**config.mk**
```make
export PLATFORM = sky130hd
export DESIGN_NAME = weight_loader
export DESIGN_NICKNAME = d
export VERILOG_FILES = /design/src/rtl/weight_loader.sv
export SDC_FILE = /design/constraint.sdc
export NUM_CORES = 1
export LEC_CHECK = 0
export BUFFER_PORTS_ARGS = -buffer_cell sky130_fd_sc_hd__buf_2
export CORE_MARGIN = 4
export CORE_UTILIZATION = 62
export DETAILED_ROUTE_END_ITERATION = 7
export PLACE_DENSITY_LB_ADDON = 0.05
export SLEW_MARGIN = 20
export SYNTH_ARGS = -nofsm -noshare
export SYNTH_HDL_FRONTEND = slang
export SYNTH_SLANG_ARGS = --single-unit
```
**constraint.sdc**
```tcl
create_clock -name clk -period 7.7 [get_ports clk]
set_clock_uncertainty 0.1 [all_clocks]
set_input_delay 1.54 -clock clk [delete_from_list [all_inputs] [get_ports clk]]
set_output_delay 1.54 -clock clk [all_outputs]
set_load 0.005 [all_outputs]
```
**src/rtl/weight_loader.sv**
```systemverilog
// rtl/weight_loader.sv - loads the UART weight/bias image into the inference RAMs
// Optional trailing checksum byte enabled by LOADER_CHECKSUM_EN.
module weight_loader #(
  parameter int         NUM_CLASSES    = 10,
  parameter int         NUM_PIXELS     = 784,
  parameter logic [7:0] SYNC0          = 8'hAA,
  parameter logic [7:0] SYNC1          = 8'h55,
  parameter int         TIMEOUT_CYCLES = 1_000_000
) (
  input  logic        clk,
  input  logic        rst,
  input  logic [7:0]  rx_data,
  input  logic        rx_valid,
  output logic        weight_we,
  output logic [12:0] weight_waddr,
  output logic [7:0]  weight_wdata,
  output logic        bias_we,
  output logic [3:0]  bias_waddr,
  output logic [31:0] bias_wdata,
  output logic        weights_ready,
  output logic        load_error,
  output logic        loading
);

  localparam int NUM_WEIGHTS = NUM_CLASSES * NUM_PIXELS;
  localparam int TW          = $clog2(TIMEOUT_CYCLES + 1);

  typedef enum logic [2:0] {
    S_IDLE,
    S_SYNC,
    S_WEIGHTS,
    S_BIAS,
`ifdef LOADER_CHECKSUM_EN
    S_CHECK,
`endif
    S_DONE
  } state_t;

  state_t        state_q, state_d;
  logic [12:0]   widx_q, widx_d;
  logic [3:0]    bidx_q, bidx_d;
  logic [1:0]    bcnt_q, bcnt_d;
  logic [23:0]   shift_q, shift_d;
  logic [TW-1:0] tmo_q, tmo_d;
  logic          weight_we_q, weight_we_d;
  logic [12:0]   weight_waddr_q, weight_waddr_d;
  logic [7:0]    weight_wdata_q, weight_wdata_d;
  logic          bias_we_q, bias_we_d;
  logic [3:0]    bias_waddr_q, bias_waddr_d;
  logic [31:0]   bias_wdata_q, bias_wdata_d;
  logic          ready_q, ready_d;
  logic          error_q, error_d;
  logic          in_payload;
`ifdef LOADER_CHECKSUM_EN
  logic [7:0]    sum_q, sum_d;
`endif

  always_comb begin
    in_payload = (state_q == S_WEIGHTS) || (state_q == S_BIAS);
`ifdef LOADER_CHECKSUM_EN
    in_payload = in_payload || (state_q == S_CHECK);
`endif
  end

  always_comb begin
    state_d        = state_q;
    widx_d         = widx_q;
    bidx_d         = bidx_q;
    bcnt_d         = bcnt_q;
    shift_d        = shift_q;
    tmo_d          = tmo_q;
    weight_we_d    = 1'b0;
    weight_waddr_d = weight_waddr_q;
    weight_wdata_d = weight_wdata_q;
    bias_we_d      = 1'b0;
    bias_waddr_d   = bias_waddr_q;
    bias_wdata_d   = bias_wdata_q;
    ready_d        = ready_q;
    error_d        = error_q;
`ifdef LOADER_CHECKSUM_EN
    sum_d          = sum_q;
    if (rx_valid && ((state_q == S_WEIGHTS) || (state_q == S_BIAS))) begin
      sum_d = sum_q + rx_data;
    end
`endif

    case (state_q)
      S_IDLE: begin
        if (rx_valid && rx_data == SYNC0) state_d = S_SYNC;
      end
      S_SYNC: begin
        if (rx_valid) begin
          if (rx_data == SYNC1) begin
            state_d = S_WEIGHTS;
            ready_d = 1'b0;
            error_d = 1'b0;
            widx_d  = '0;
            bidx_d  = '0;
            bcnt_d  = '0;
            shift_d = '0;
            tmo_d   = '0;
`ifdef LOADER_CHECKSUM_EN
            sum_d   = '0;
`endif
          end else if (rx_data != SYNC0) begin
            state_d = S_IDLE;
          end
        end
      end
      S_WEIGHTS: begin
        if (rx_valid) begin
          weight_we_d    = 1'b1;
          weight_waddr_d = widx_q;
          weight_wdata_d = rx_data;
          widx_d         = widx_q + 13'd1;
          if (widx_q == 13'(NUM_WEIGHTS - 1)) state_d = S_BIAS;
        end
      end
      S_BIAS: begin
        if (rx_valid) begin
          // Little-endian: earlier bytes migrate toward the low end of the word.
          if (bcnt_q == 2'd3) begin
            bias_we_d    = 1'b1;
            bias_waddr_d = bidx_q;
            bias_wdata_d = {rx_data, shift_q};
            shift_d      = '0;
            bcnt_d       = '0;
            bidx_d       = bidx_q + 4'd1;
            if (bidx_q == 4'(NUM_CLASSES - 1)) begin
`ifdef LOADER_CHECKSUM_EN
              state_d = S_CHECK;
`else
              state_d = S_DONE;
`endif
            end
          end else begin
            shift_d = {rx_data, shift_q[23:8]};
            bcnt_d  = bcnt_q + 2'd1;
          end
        end
      end
`ifdef LOADER_CHECKSUM_EN
      S_CHECK: begin
        if (rx_valid) begin
          if (rx_data == sum_q) begin
            state_d = S_DONE;
          end else begin
            state_d = S_IDLE;
            error_d = 1'b1;
            ready_d = 1'b0;
          end
        end
      end
`endif
      S_DONE: begin
        // Ready holds through a reload header until SYNC1 commits the new load.
        ready_d = 1'b1;
        if (rx_valid && rx_data == SYNC0) state_d = S_SYNC;
      end
      default: state_d = S_IDLE;
    endcase

    if (in_payload) begin
      if (rx_valid) begin
        tmo_d = '0;
      end else if (tmo_q == TW'(TIMEOUT_CYCLES - 1)) begin
        state_d = S_IDLE;
        error_d = 1'b1;
        ready_d = 1'b0;
      end else begin
        tmo_d = tmo_q + TW'(1);
      end
    end
  end

  always_ff @(posedge clk or posedge rst) begin
    if (rst) begin
      state_q        <= S_IDLE;
      widx_q         <= '0;
      bidx_q         <= '0;
      bcnt_q         <= '0;
      shift_q        <= '0;
      tmo_q          <= '0;
      weight_we_q    <= 1'b0;
      weight_waddr_q <= '0;
      weight_wdata_q <= '0;
      bias_we_q      <= 1'b0;
      bias_waddr_q   <= '0;
      bias_wdata_q   <= '0;
      ready_q        <= 1'b0;
      error_q        <= 1'b0;
`ifdef LOADER_CHECKSUM_EN
      sum_q          <= '0;
`endif
    end else begin
      state_q        <= state_d;
      widx_q         <= widx_d;
      bidx_q         <= bidx_d;
      bcnt_q         <= bcnt_d;
      shift_q        <= shift_d;
      tmo_q          <= tmo_d;
      weight_we_q    <= weight_we_d;
      weight_waddr_q <= weight_waddr_d;
      weight_wdata_q <= weight_wdata_d;
      bias_we_q      <= bias_we_d;
      bias_waddr_q   <= bias_waddr_d;
      bias_wdata_q   <= bias_wdata_d;
      ready_q        <= ready_d;
      error_q        <= error_d;
`ifdef LOADER_CHECKSUM_EN
      sum_q          <= sum_d;
`endif
    end
  end

  assign weight_we     = weight_we_q;
  assign weight_waddr  = weight_waddr_q;
  assign weight_wdata  = weight_wdata_q;
  assign bias_we       = bias_we_q;
  assign bias_waddr    = bias_waddr_q;
  assign bias_wdata    = bias_wdata_q;
  assign weights_ready = ready_q;
  assign load_error    = error_q;
  assign loading       = in_payload;

endmodule
```
==> run metrics, run 1 <==
worst skew pair latency 510 ps; area of the multi-input gates between 2000 and 2500 um^2; Mapped Cells about 560; Core Area just over 9000 um^2; CP arrival around 4000 ps; routed wire length about 13 mm; MaxCap Viol Count 0; quantity of gates resized following cts 0; Cell variety after synth 63; TritonCTS Buffers 17; Vias/cell about 6.0; normalized max-slew margin approximately two fifths; Die Wd roughly 110 um; number of H-tree levels 4; Ports 73; total iterations of the first detailed-routing run 5; Setup crit end kind register; number of antenna diodes 0; fraction of layout cells with a size suffix above 1 around 25%; syn_nets 580; final net count 640; CP Class input port to register; global-route wire length before repair 22.9 mm; Final HPWL DP roughly 8.5 mm; post-CTS setup buffer count 0; pre-CTS WS around 3300 ps; final critical-path required period around 3800 ps; asr flop ratio synth 100%; measured slew at the worst slew-check pin ~910 ps; maximum clock rate around 260 MHz; starting density of the core a little under two thirds; placed cell areas around 6300 um^2; worst-path maximum fanout 21; Crit path required time 7990 ps; CTS clk-pin slew, worst paths roughly 60 ps; worst setup margin 3890 ps; die area 11100 um^2; clock buffer depth 2; pwr dens 219 nW/um^2; Avg Inst Size Synth 10.4 um^2; final slew viol count 0; Area Overhead vs Synth 17.9%; EDFF count, synth 0; initial antenna violation count 0; Hold Vio Cnt, Final 0; Port Buffers 72; #FFs+latches synth approximately 130; Lkg Pwr roughly 0.0034 uW; Die Y around 110 um; DRC marker count from the first detailed-route iteration between 200 and 250; global-route usage over all layers 25.3%; Startpoint Class input port; largest net degree at the start of global routing between 80 and 90; setup repair after global routing missed its margin false; GR Overflow Total 0; r2r setup slk approximately 4700 ps; mean routed wirelength per cell between 15 and 20 um; Tot Pwr about 1500 uW; register area share after synthesis a little over half; Clock Root Buffer clkbuf_8; drt drc 0; Clock Sinks roughly 130; endpoints failing setup 0; Final ANT Viol Nets 0; DR vias between 4000 and 5000; dominant synthesized flop cell dfrtp_1; vias in the first global route ~4800; Rows 35; Hold Buf Count CTS 0; HP Class register to register; GPL Wtd Cong a little under 0.9; CTS tree yes; Ys Warns 0; Reg area 3180 um^2; status finished clean; Fill cells 655; most common cell after layout, fill and taps aside dfrtp_1; Final period util around half; post-layout util roughly 75%; setup TNS 0 ps; Mapped Area between 5000 and 6000 um^2; final instance area approximately 7000 um^2; Peak VDD IR ~0.13 mV; most frequent cells in the layout dfrtp_1, nand2_1, buf_2
==> path summary, 6_finish.rpt <==
kind | start | endpoint | depth (start not counted)
setup / recovery | rx_valid | bias_wdata[5] | 5
hold / removal | weight_wdata[2] | weight_wdata[2] | 2
setup reg to reg | state_q[2] | bias_wdata[5] | 4
hold reg to reg | weight_wdata[2] | weight_wdata[2] | 2
max in group asynchronous | rst | widx_q[8] | 3
min in group asynchronous | rst | bias_wdata[26] | 2
==> power breakdown <==
group | internal [uW] | switching, uW
Clock | 507 | 308
Combinational | 6.95 | 20.2
Sequential | 669 | 1.90
==> worst max-delay path, cell delays in order <==
cell	delay [ps]
buf_2	260
and3b_1	280
nand3_1	650
inv_1	920
mux2_2	420
==> sequential cells by signal, summed over array words and instances, names as in the netlist, 2 cells and up <==
signal	count
state_q	3
weight_wdata	8
tmo_q	20
widx_q	13
shift_q	24
bcnt_q	2
bidx_q	4
weight_waddr	13
bias_waddr	4
bias_wdata	32
==> layout make-up <==
class / instances / area share, %
tap: 129 / 2.33
multi-input combinational: 392 / 36.2
clock inverter: 14 / 2.64
sequential: 127 / 46.0
clock buffer: 18 / 6.19
timing repair buffer: 77 / 6.15
inverter: 9 / 0.561
==> kinds of logic (layout without fill, tap and decap cells) <==
group           count (synthesis)  in the layout  synth area share, %
simple gates                  231            231                 20.6
flops                         127            127                 54.2
compound gates                105            105                 11.5
buf+inv                        45            118                 3.31
mux                            43             43                 8.09
xor+xnor                        8              8                 1.19
fa+ha+maj                       5              5                 1.07
==> metrics by stage <==
step                      hold slack [ps]  std cells
final                                 368        766
after floorplan                       365        564
after detailed placement              358        732
after global placement                353        732
after global routing                  409        766
after CTS                             374        764
==> cell usage after synthesis, drive strengths merged (8+ instances only) <==
cell type	count	area share (%)
dfrtp	127	54
o21ai	36	3.1
nor2	17	1.1
o31ai	28	3.6
nand4	16	2.0
mux2i	8	1.4
clkbuf	20	1.3
mux2	35	6.7
a21oi	16	1.4
inv	9	0.58
nand2	110	7.0
buf	16	1.5
nand3	27	2.3
==> per-layer routing <==
layer	up-vias	share of wire (%)	track usage, %	routed length, um
met1	2297	43	32.5	5710
met5	-	0	0	0
met2	106	52	42.5	6810
met3	16	3.8	5.51	504
li1	2167	-	-	-
met4	0	1.4	8.81	180
No activity file was read; power rests on OpenSTA's default activity.
==> inputs of run 2 (changes only) <==
- CORE_UTILIZATION: 62 -> 58
- clock period: 7.7 -> 3.9 ns (I/O delays scaled with it)
==> run 2 against run 1 <==
  * Register-to-register slack got worse by 3300 ps
  * Combinational power increased by 120%
  * Sequential power increased by 98%
  * Utilization decreased by 5.0 points
  * First-iteration DRC count increased by 7.0%
  * Global-route usage decreased by 1.2 points
  * Sequential cell count unchanged
  * Cell count increased by 1.2%
  * Count of clock-buffer cells in the layout increased by 3
  * Critical path depth decreased by 2
  * Via count about the same
  * Largest cell class unchanged
==> run metrics, run 2 (same netlist as run 1, synthesis figures left out) <==
pwr dens 399 nW/um^2; global-route wire length before repair between 20 and 25 mm; final slew viol count 0; Hold Vio Cnt, Final 0; setup TNS 0 ps; maximum clock rate 357 MHz; Crit path required time between 3000 and 4000 ps; Clock Root Buffer clkbuf_8; initial antenna violation count 0; Die Y 109 um; worst skew pair latency about 500 ps; clock buffer depth 2; normalized max-slew margin a little under half; Hold Buf Count CTS 0; mean routed wirelength per cell ~17 um; CTS tree yes; combinational cell fraction of total power under 10%; total iterations of the first detailed-routing run 5; number of H-tree levels 4; CP arrival roughly 1900 ps; MaxCap Viol Count 0; DRC marker count from the first detailed-route iteration 246; Setup crit end kind output pin; final critical-path required period around 2800 ps; status finished clean; post-CTS setup buffer count 0; P_sw approximately 600 uW; pre-CTS WS approximately 960 ps; Peak VDD IR roughly 0.31 mV; Vias/cell 5.91; worst-path maximum fanout 14; routed wire length around 13 mm; internal power 2150 uW; Final period util 71.8%; HP Class input port to asynchronous set/reset pin; Core Area a little under 10000 um^2; final net count 645; starting density of the core between 50% and 60%; number of antenna diodes 0; largest net degree at the start of global routing 55; Largest register FFs 32; measured slew at the worst slew-check pin around 810 ps; CTS clk-pin slew, worst paths roughly 60 ps; Die Wd approximately 110 um; endpoints failing setup 0; die area between 10000 and 15000 um^2; Final ANT Viol Nets 0; Final HPWL DP roughly 8.5 mm; part of the power in registers around 48%; drt drc 0; worst setup margin 1100 ps; Startpoint Class register; GR Overflow Total 0; Ports 73; most frequent cells in the layout dfrtp_1, nand2_1, buf_2; Clk pwr share between 40% and 50%; GPL Wtd Cong 0.878; setup repair after global routing missed its margin false; Lkg Pwr 0.00337 uW; Rows 36; CP Class register to output pin; quantity of gates resized following cts 0; Area Overhead vs Synth 17.0%; vias in the first global route around 4600; Port Buffers 72; TritonCTS Buffers 17; Sw Ratio between 20 and 25%; DR vias 4582; fraction of layout cells with a size suffix above 1 around 25%; most common cell after layout, fill and taps aside dfrtp_1; Clock Sinks 127; global-route usage over all layers roughly a quarter
-- run 2: changes by cell type in the layout (fill, tap and decap cells not counted), sizes merged --
cell      previous run  this run
clkinvlp             2         3
inv                 12         8
bufinv               3         0
buf                 77        82
clkbuf              18        21
clkinv               6         9
-- run 2: layout make-up --
cell class                      instances  area (um^2)
Sequential cell                       127         3180
Tap cell                              133          166
Clock inverter                         11         67.6
Timing Repair Buffer                   82          460
Fill cell                             757         2960
Multi-Input combinational cell        392         2500
Inverter                                9         37.5
Clock buffer                           21          449
-- run 2: path summary, 6_finish.rpt --
path | from | endpoint | slack [ps] | cells after the start
max | state_q[1] | loading | 1100 | 3
min | rst | bidx_q[3] | 150 | 2
max reg2reg | state_q[1] | state_q[0] | 1390 | 6
min reg2reg | weight_waddr[6] | weight_waddr[6] | 370 | 2
max in group asynchronous | rst | weight_waddr[12] | 2740 | 4
min in group clk | weight_waddr[6] | weight_waddr[6] | 370 | 2
-- run 2: power by group through the flow --
stage	clock network [uW]	registers (uW)	logic (uW)
after CTS	1380	1320	59.8
after global routing	1450	1320	68.6
after detailed placement	0	1350	59.6
after floorplan	0	1350	34.2
final	1350	1330	60.0
after global placement	0	1350	58.1
-- run 2: routing by layer --
metal,part of all wire (%),vias up,track usage [%]
li1,-,2170,-
met1,43,2264,31.7
met2,51,131,40.1
met3,4.6,17,4.96
met4,1.4,0,7.94
met5,0,-,0
-- run 2: stage by stage --
step	instance area [um^2]	util (%)	power (uW)	hold slack, ps	std cells
floorplan	5870	-	1380	365	564
global placement	6320	64.4	1410	357	742
detailed placement	6320	64.4	1410	359	742
CTS	6840	69.6	2760	373	774
global route	6860	69.9	2850	149	775
finish	6860	69.9	2740	149	775
-- run 2: critical path, stage by stage (launching register included) --
cell and delay [ps]:
dfrtp_1 590, nand2b_1 390, inv_2 290, buf_2 160
==> inputs of run 3 (changes only) <==
- clock period: 3.9 -> 2.7 ns (I/O delays scaled with it)
==> run 3 against run 2 <==
  * Wire length rose by 2.3%
  * Sequential power rose by 44%
  * Cell area rose by 2.2%
  * Sequential share of layout area fell by 0.99 points
  * First-iteration DRC count rose by 4.9%
  * Critical path type unchanged
  * Highest routed layer unchanged
==> run metrics, run 3 (same netlist as run 1, synthesis figures left out) <==
final net count around 650; Hold Vio Cnt, Final 0; DRC marker count from the first detailed-route iteration ~260; Fill cells between 700 and 800; critical-path cell list nand2b_1 > inv_2 > buf_2; CTS tree yes; HP Class input port to asynchronous set/reset pin; global-route wire length before repair about 23 mm; total iterations of the first detailed-routing run 6; post-layout util slightly above 70%; starting density of the core 59.7%; GR Overflow Total 0; final slew viol count 0; most common cell after layout, fill and taps aside dfrtp_1; normalized max-slew margin about two fifths; global-route usage over all layers 24.6%; number of H-tree levels 4; Crit path buffers/inverters 2; Peak VDD IR 0.498 mV; Min Hold Slack between 100 and 150 ps; measured slew at the worst slew-check pin about 900 ps; quantity of gates resized following cts 0; Reg area between 3000 and 4000 um^2; Rows 36; CP peak stage delay slightly above 600 ps; post-CTS setup buffer count 0; Crit. Startpoint state_q[1]; final critical-path required period about 2300 ps; vias in the first global route between 4000 and 5000; CP Class register to output pin; most frequent cells in the layout dfrtp_1, nand2_1, buf_2; Startpoint Class register; die area roughly 12000 um^2; Largest register FFs 32; Area Overhead vs Synth 19.5%; Lkg Pwr around 0.0034 uW; crit-path leading delay family flip-flops; worst skew pair latency between 500 and 600 ps; DR vias around 4600; routed wire length approximately 13 mm; setup repair after global routing missed its margin false; placed cell areas 6390 um^2; reg2reg start state_q[1]; Port Buffers approximately 70; setup TNS 0 ps; Final HPWL DP 8.75 mm; pwr dens approximately 620 nW/um^2; maximum clock rate between 400 and 500 MHz; fraction of layout cells with a size suffix above 1 about a quarter; drt drc 0; CP max-delay cell dfrtp_1; Clock Sinks 127; Die Wd about 110 um; number of antenna diodes 0; Ports 73; Final ANT Viol Nets 0; Final period util between 80% and 90%; CTS clk-pin slew, worst paths ~60 ps; Tot Pwr approximately 4400 uW; initial antenna violation count 0; mean routed wirelength per cell between 15 and 20 um; MaxCap Viol Count 0; final instance area around 7000 um^2; worst-path maximum fanout 12; Vias/cell 5.97; endpoints failing setup 0; largest net degree at the start of global routing 57; status finished clean; Die Y around 110 um; Hold Buf Count CTS 0; CP arrival 1630 ps; Core Area roughly 10000 um^2; Crit path required time ~2100 ps; area of the multi-input gates around 2500 um^2; Setup crit end kind output pin; GPL Wtd Cong 0.850; clock buffer depth 2; TritonCTS Buffers 17; Clock Root Buffer clkbuf_8
-- run 3: layer usage --
layer | track usage [%] | wire [um] | up-vias
met1 | 33.0 | 5650 | 2311
met5 | 0 | 0 | -
met2 | 39.4 | 6750 | 134
met4 | 9.56 | 279 | 0
li1 | - | - | 2172
met3 | 5.25 | 610 | 26
-- run 3: per-stage QoR --
| stage | setup WS, ps | std cells |
|---|---|---|
| after floorplan | 493 | 564 |
| after global placement | 422 | 746 |
| after detailed placement | 417 | 746 |
| after CTS | 420 | 778 |
| after global routing | 321 | 778 |
| final | 430 | 778 |
-- run 3: area by class of cell --
| class | count | area share (%) |
|---|---|---|
| Tap cell | 133 | 2.37 |
| Sequential cell | 127 | 45.3 |
| Clock buffer | 19 | 6.16 |
| Inverter | 9 | 0.536 |
| Clock inverter | 13 | 2.68 |
| Multi-Input combinational cell | 392 | 35.7 |
| Timing Repair Buffer | 85 | 7.25 |
-- run 3: final timing paths --
path / end / slack [ps] / depth (start not counted)
min in group clk: weight_wdata[1] / 170 / 3
worst max-delay path: loading / 430 / 3
max in group asynchronous: bias_wdata[1] / 1750 / 3
worst min register to register: weight_waddr[4] / 370 / 2
worst min-delay path: bias_wdata[20] / 110 / 2
worst max register to register: bidx_q[2] / 680 / 4
-- run 3: power by group --
group	switching, uW	leakage, uW	internal, uW
Sequential	5.32	0.00172	1910
Combinational	58.8	0.00141	27.3
Clock	842	0.000294	1530
